$ cat src/rtl/sprite_pkg.sv
// Shared screen geometry, colour width and animator state encoding.
package sprite_pkg;
    localparam int SCREEN_W = 320;
    localparam int SCREEN_H = 240;
    localparam int COLOUR_W = 3;

    typedef enum logic [2:0] {
        IDLE  = 3'd0,
        DRAW  = 3'd1,
        HOLD  = 3'd2,
        ERASE = 3'd3,
        DONE  = 3'd4
    } state_t;
endpackage

$ cat src/rtl/raster_scanner.sv
// Column/row raster counter over an SPR_W x SPR_H box; wraps to (0,0) after the last pixel.
module raster_scanner #(
    parameter int SPR_W = 80,
    parameter int SPR_H = 120,
    localparam int CW   = (SPR_W > 1) ? $clog2(SPR_W) : 1,
    localparam int RW   = (SPR_H > 1) ? $clog2(SPR_H) : 1
) (
    input  logic          clk,
    input  logic          resetn,
    input  logic          clear,
    input  logic          step,
    output logic [CW-1:0] col,
    output logic [RW-1:0] row,
    output logic          last
);
    logic [CW-1:0] col_q, col_d;
    logic [RW-1:0] row_q, row_d;
    logic          end_col;

    always_comb begin
        end_col = (col_q == CW'(SPR_W - 1));
        last    = end_col && (row_q == RW'(SPR_H - 1));
        col_d   = col_q;
        row_d   = row_q;
        if (clear) begin
            col_d = '0;
            row_d = '0;
        end else if (step) begin
            col_d = end_col ? '0 : col_q + 1'b1;
            if (end_col)
                row_d = last ? '0 : row_q + 1'b1;
        end
    end

    always_ff @(posedge clk or negedge resetn) begin
        if (!resetn) begin
            col_q <= '0;
            row_q <= '0;
        end else begin
            col_q <= col_d;
            row_q <= row_d;
        end
    end

    assign col = col_q;
    assign row = row_q;
endmodule

$ cat src/rtl/sprite_animator.sv
// Animated sprite blitter: draws a ROM frame, holds it, erases its box, then
// advances/loops/stops. Pixel coordinates go through one stage to meet rom_data.
module sprite_animator
    import sprite_pkg::*;
#(
    parameter int                  SPR_W       = 80,
    parameter int                  SPR_H       = 120,
    parameter int                  FRAMES      = 4,
    parameter int                  HOLD_CYCLES = 200000000,
    parameter logic [COLOUR_W-1:0] BG_COLOUR   = 3'b000,
    parameter bit                  TRANSP_EN   = 1'b0,
    parameter logic [COLOUR_W-1:0] TRANSP_KEY  = 3'b111,
    parameter int                  ADDR_W      = 16
) (
    input  logic                clk,
    input  logic                resetn,
    input  logic                start,
    input  logic                stop,
    input  logic [8:0]          x_pos,
    input  logic [7:0]          y_pos,
    input  logic                loop,
    output logic [ADDR_W-1:0]   rom_addr,
    input  logic [COLOUR_W-1:0] rom_data,
    output logic [8:0]          vga_x,
    output logic [7:0]          vga_y,
    output logic [COLOUR_W-1:0] vga_colour,
    output logic                vga_plot,
    output logic                busy,
    output logic                frame_done,
    output logic                done
);
    localparam int PIX = SPR_W * SPR_H;
    localparam int CW  = (SPR_W > 1) ? $clog2(SPR_W) : 1;
    localparam int RW  = (SPR_H > 1) ? $clog2(SPR_H) : 1;
    localparam int FW  = (FRAMES > 1) ? $clog2(FRAMES) : 1;
    localparam int TW  = (HOLD_CYCLES > 1) ? $clog2(HOLD_CYCLES) : 1;

    state_t        state_q, state_d;
    logic [FW-1:0] frame_q, frame_d;
    logic [TW-1:0] timer_q, timer_d;
    logic [8:0]    x_lat_q, x_lat_d;
    logic [7:0]    y_lat_q, y_lat_d;
    logic          loop_q, loop_d;
    logic          stop_q, stop_d;
    logic          fd_q, fd_d;

    logic          scan_clear, scan_step, scan_last;
    logic [CW-1:0] col;
    logic [RW-1:0] row;

    logic          issuing, off_scr;
    logic [9:0]    sum_x;
    logic [8:0]    sum_y;
    logic          vld_q, erase_q, off_q;
    logic [8:0]    px_q;
    logic [7:0]    py_q;
    logic          transp;

    raster_scanner #(.SPR_W(SPR_W), .SPR_H(SPR_H)) u_scan (
        .clk    (clk),
        .resetn (resetn),
        .clear  (scan_clear),
        .step   (scan_step),
        .col    (col),
        .row    (row),
        .last   (scan_last)
    );

    always_comb begin
        state_d    = state_q;
        frame_d    = frame_q;
        timer_d    = timer_q;
        x_lat_d    = x_lat_q;
        y_lat_d    = y_lat_q;
        loop_d     = loop_q;
        stop_d     = stop_q | (stop && (state_q != IDLE));
        fd_d       = 1'b0;
        scan_clear = 1'b0;
        scan_step  = 1'b0;
        case (state_q)
            IDLE: if (start) begin
                x_lat_d    = x_pos;
                y_lat_d    = y_pos;
                loop_d     = loop;
                frame_d    = '0;
                stop_d     = 1'b0;
                scan_clear = 1'b1;
                state_d    = DRAW;
            end
            DRAW: begin
                scan_step = 1'b1;
                if (scan_last) begin
                    timer_d = '0;
                    state_d = HOLD;
                end
            end
            HOLD: begin
                if (timer_q == TW'(HOLD_CYCLES - 1))
                    state_d = ERASE;
                else
                    timer_d = timer_q + 1'b1;
            end
            ERASE: begin
                scan_step = 1'b1;
                if (scan_last) begin
                    fd_d = 1'b1;
                    // stop is checked combinationally too so a same-cycle request still lands
                    if (stop_q || stop) begin
                        state_d = DONE;
                    end else if (frame_q != FW'(FRAMES - 1)) begin
                        frame_d = frame_q + 1'b1;
                        state_d = DRAW;
                    end else if (loop_q) begin
                        frame_d = '0;
                        state_d = DRAW;
                    end else begin
                        state_d = DONE;
                    end
                end
            end
            DONE: begin
                frame_d = '0;
                stop_d  = 1'b0;
                state_d = IDLE;
            end
            default: state_d = IDLE;
        endcase
    end

    always_ff @(posedge clk or negedge resetn) begin
        if (!resetn) begin
            state_q <= IDLE;
            frame_q <= '0;
            timer_q <= '0;
            x_lat_q <= '0;
            y_lat_q <= '0;
            loop_q  <= 1'b0;
            stop_q  <= 1'b0;
            fd_q    <= 1'b0;
        end else begin
            state_q <= state_d;
            frame_q <= frame_d;
            timer_q <= timer_d;
            x_lat_q <= x_lat_d;
            y_lat_q <= y_lat_d;
            loop_q  <= loop_d;
            stop_q  <= stop_d;
            fd_q    <= fd_d;
        end
    end

    // Carry bits flag coordinates that wrapped past 511/255 as off-screen.
    always_comb begin
        issuing = (state_q == DRAW) || (state_q == ERASE);
        sum_x   = {1'b0, x_lat_q} + 10'(col);
        sum_y   = {1'b0, y_lat_q} + 9'(row);
        off_scr = sum_x[9] || sum_y[8] ||
                  (sum_x[8:0] >= 9'(SCREEN_W)) || (sum_y[7:0] >= 8'(SCREEN_H));
    end

    always_ff @(posedge clk or negedge resetn) begin
        if (!resetn) begin
            vld_q   <= 1'b0;
            erase_q <= 1'b0;
            off_q   <= 1'b0;
            px_q    <= '0;
            py_q    <= '0;
        end else begin
            vld_q   <= issuing;
            erase_q <= (state_q == ERASE);
            off_q   <= off_scr;
            px_q    <= issuing ? sum_x[8:0] : 9'd0;
            py_q    <= issuing ? sum_y[7:0] : 8'd0;
        end
    end

    always_comb begin
        rom_addr = '0;
        if (state_q == DRAW)
            rom_addr = ADDR_W'(frame_q) * ADDR_W'(PIX) + ADDR_W'(row) * ADDR_W'(SPR_W) + ADDR_W'(col);
    end

    assign transp     = TRANSP_EN && !erase_q && (rom_data == TRANSP_KEY);
    assign vga_x      = px_q;
    assign vga_y      = py_q;
    assign vga_colour = vld_q ? (erase_q ? BG_COLOUR : rom_data) : '0;
    assign vga_plot   = vld_q && !off_q && !transp;
    assign busy       = (state_q != IDLE);
    assign frame_done = fd_q;
    assign done       = (state_q == DONE);
endmodule

$ cat config.mk
export PLATFORM = sky130hd
export DESIGN_NAME = sprite_animator
export DESIGN_NICKNAME = d
export VERILOG_FILES = /design/src/rtl/sprite_pkg.sv /design/src/rtl/raster_scanner.sv /design/src/rtl/sprite_animator.sv
export SDC_FILE = /design/constraint.sdc
export NUM_CORES = 1
export LEC_CHECK = 0
export ABC_AREA = 1
export CORE_MARGIN = 1
export CORE_UTILIZATION = 40
export DETAILED_ROUTE_END_ITERATION = 10
export PLACE_DENSITY = 0.6
export SETUP_SLACK_MARGIN = 0.02
export SYNTH_ARGS = -nofsm -noshare
export SYNTH_HDL_FRONTEND = slang
export SYNTH_HIERARCHICAL = 1
export SYNTH_SLANG_ARGS = --single-unit
$ cat constraint.sdc
create_clock -name clk -period 6.05 [get_ports clk]
set_clock_uncertainty 0.05 [all_clocks]
set_input_delay 1.21 -clock clk [delete_from_list [all_inputs] [get_ports clk]]
set_output_delay 1.21 -clock clk [all_outputs]
set_load 0.05 [all_outputs]
==> flow_summary_export.csv <==
group,metric,value,unit
logic_synthesis,ys.flop_type,"dfrtp_1",
min_path,holdPathStages,2,
clock_tree,cts_setup_buffers,0,
sta,rsz0062_at_grt,"no",
outcome,status,"completed",
setup_path,timing.rr.end,"frame_q[1]",
floorplan,die_x,124.3,um
sta,timing.final.crit_period,5.267,ns
clock_tree,clk_latency,0.35,ns
sta,slew_viol_final,0,
sta,finalSetupViolCount,0,
logic_synthesis,synth-seq-cells,87,
logic_synthesis,synthTopCellsByArea,"dfrtp_1 (36%), nand2_1 (17%), ha_1 (8.4%)",
floorplan,core-area,0.01459,mm2
drt,dr.first_iter.drc_count,328,
min_path,hp-class,"register to register",
logic_synthesis,synth-edff-count,0,
drt,avgRoutedWirePerCell,13.50,um
place,place_congestion,0.9004,
setup_path,cp-startpoint,"u_scan/row[1]",
floorplan,initial_core_util,0.4103,
logic_synthesis,synth_top_area_share,0.3637,
setup_path,crit_path_end_kind,"output pin",
drt,vias,5405,
logic_synthesis,yosysWarningCount,6,
floorplan,die_area,0.01546,mm2
setup_path,critPathLaunchType,"register",
clock_tree,ctsResizeCount,0,
setup_path,crit_required,4.79,ns
min_path,min-delay-start,"y_lat_q[6]",
cells_and_area,area_growth_syn_to_layout,18.92,%
drt,vias_per_cell,4.883,
min_path,hold-path-endpoint,"y_lat_q[6]",
clock_tree,clk_pin_slew_worst_paths,0.07,ns
clock_tree,numCtsBuffers,9,
setup_path,r2r_cells,10,
setup_path,worst-setup-path-type,"register to output pin",
place,port_buffers,64,
place,dp_cells,1091,
drt,drtPass1Iterations,5,
setup_path,r2r-start,"u_scan/row[1]",
floorplan,row_count,44,
logic_synthesis,synth_area,0.005986,mm2
place,dp_hpwl,11.21,mm
power,vdd_ir_drop_max,183.7,uV
clock_tree,cts_root_buf,"clkbuf_16",
cells_and_area,insertedDiodeCount,0,
job,drv_cap,0,
logic_synthesis,syn_inst,851,
drt,drt_wl_total,14.94,mm
setup_path,crit_arrival,4.01,ns
clock_tree,cts_tree,"done",
global_route,antenna_found_initial,0,
drt,ant_nets,0,
logic_synthesis,synth_top_area_cell,"dfrtp_1",
cells_and_area,fill_cells,1459,
floorplan,dieHeight,124.3,um
power,leakage,0.003503,uW
global_route,grt_max_degree,48,
logic_synthesis,synth_seq_area_share,0.3637,
cells_and_area,layout-drive-gt1-share,0.05850,
clock_tree,ctsHoldBuffers,0,
clock_tree,htree_levels,3,
power,pwr_density_cell,199.6,mW/mm2
sta,relSlewSlack,0.4925,
global_route,grt_pass1_wl,25.05,mm
logic_synthesis,syn-num-nets,920,
logic_synthesis,syn_area_per_cell,7.034,um2
setup_path,rrSetupSlack,3.29,ns
sta,fin_crit_sh,0.8706,
cells_and_area,nets,987,
sta,fin_setup_tns,0,ns
clock_tree,clk_path_buf_depth,2,
cells_and_area,final_cells,1107,
global_route,grt_usage,0.2015,
drt,drc,0,
global_route,grt_pass1_vias,5020,
sta,tightestPinTransition,0.7604,ns
sta,fmax,189.9,MHz
logic_synthesis,netlist-cell-type-count,40,
logic_synthesis,async_reset_ff_frac,1.000,
floorplan,io_pins,65,
sta,hold_viol,0,
clock_tree,cts_sinks,87,
setup_path,cp_max_fo,8,
global_route,gr-total-overflow,0,
==> critical path, cell delays in order, from the launching register on <==
cell and delay, ns:
dfrtp_1 0.51, ha_1 0.35, ha_1 0.22, fa_1 0.40, nand3_1 0.08, nand2_1 0.08, xnor2_1 0.15, inv_1 0.06
ha_1 0.33, nand2_1 0.13, inv_1 0.05, a21boi_0 0.17, nand3_1 0.11, nand2_1 0.07, nand2_1 0.05, nor2_1 0.09
clkdlybuf4s50_1 0.81
==> flip-flops by register name, summed over array words and instances, names as in the netlist <==
signal      count
vld_q           1
timer_q        28
vga_x           9
erase_q         1
u_scan/row      7
vga_y           8
u_scan/col      7
y_lat_q         8
stop_q          1
state_q         3
off_q           1
frame_done      1
frame_q         2
loop_q          1
x_lat_q         9
==> metal layers <==
metal | vias up | wire [um] | track usage
li1 | 2833 | - | -
met1 | 2439 | 7430 | 0.2766
met2 | 111 | 6583 | 0.3130
met3 | 22 | 612 | 0.03995
met4 | 0 | 314 | 0.07583
met5 | - | 0 | 0
==> per-stage QoR <==
step	instance area, um2	utilization	hold slack, ns	worst slack (ns)	power, uW
3_3_place_gp	6802	0.4662	0.4169	1.188	836.7
4_1_cts	7118	0.4879	0.4363	0.7708	1437
3_5_place_dp	6802	0.4662	0.4162	1.173	836.1
5_1_grt	7118	0.4879	0.4501	0.4814	1474
6_report	7118	0.4879	0.4328	0.7831	1421
2_1_floorplan	5986	-	0.3867	1.258	753.2
==> area by class of cell <==
class	instances	area, um2	share of cell area
clock buffers	11	252.7	0.03551
clock inverters	5	63.81	0.008965
inverters	102	382.9	0.05379
multi-input cells	652	3358	0.4718
flip-flops and latches	87	2177	0.3059
well taps	184	230.2	0.03234
repair buffers	66	653.1	0.09176
==> synthesized netlist by cell type, types with 2 or more instances <==
master    count
buf_6         3
nor2_1      121
dfrtp_1      87
fa_1          4
nor3b_1       2
o21ai_1      12
a21oi_1      25
nand2_2       7
clkbuf_1      3
nor3_1        3
buf_2         3
o21ai_2       8
o21ai_0      33
a21boi_0      2
nand4_1       4
inv_1        96
ha_1         40
nand3b_1      4
xor2_1       11
o211ai_1      3
a21o_1        4
nand3_1      62
inv_2         6
or2_2         2
nand2_1     278
nor2_2        6
xnor2_1       9
==> where the power goes <==
part | total (uW) | internal [uW] | switching, uW | leakage, uW
clock network | 597 | 347 | 250 | 0.000158
registers | 620 | 604 | 16.2 | 0.00113
logic | 203 | 73.3 | 130 | 0.00221
total | 1420 | 1020 | 396 | 0.00350
==> kinds of logic after synthesis <==
| family | count (synthesis) | share of synthesized area |
|---|---|---|
| muxes | 1 | 0.001672 |
| DFF | 87 | 0.3637 |
| xor gates and xnor gates | 20 | 0.02926 |
| adders and majority gates | 44 | 0.09699 |
| and+or+nand+nor | 495 | 0.3441 |
| buffers and inverters | 112 | 0.07525 |
| AOI/OAI and AO/OA | 92 | 0.08905 |
==> worst max path at each step <==
| stage | to | slack (ns) | cells past startpoint |
|---|---|---|---|
| after global placement | rom_addr[13] | 1.19 | 17 |
| after CTS | rom_addr[13] | 0.77 | 16 |
| final | rom_addr[13] | 0.78 | 16 |
| after floorplan | rom_addr[12] | 1.26 | 14 |
| after global routing | rom_addr[13] | 0.48 | 17 |
| after detailed placement | rom_addr[13] | 1.17 | 17 |
==> placed cells by master, fill, tap and decap left out, types with 2 or more instances in the layout <==
cell type,instances
nand2_2,7
clkbuf_16,9
nand3b_1,4
o211ai_1,3
o21ai_2,8
nand3_1,62
or2_2,2
clkbuf_8,2
nor3b_1,2
clkdlybuf4s50_1,63
nor2_1,121
xnor2_1,9
xor2_1,11
inv_1,96
nor3_1,3
nand2_1,278
o21ai_0,33
buf_4,3
a21oi_1,25
a21boi_0,2
inv_2,6
nand4_1,4
ha_1,40
nor2_2,6
a21o_1,4
fa_1,4
dfrtp_1,87
o21ai_1,12
Note: power is estimated with default switching activity, not from simulation.
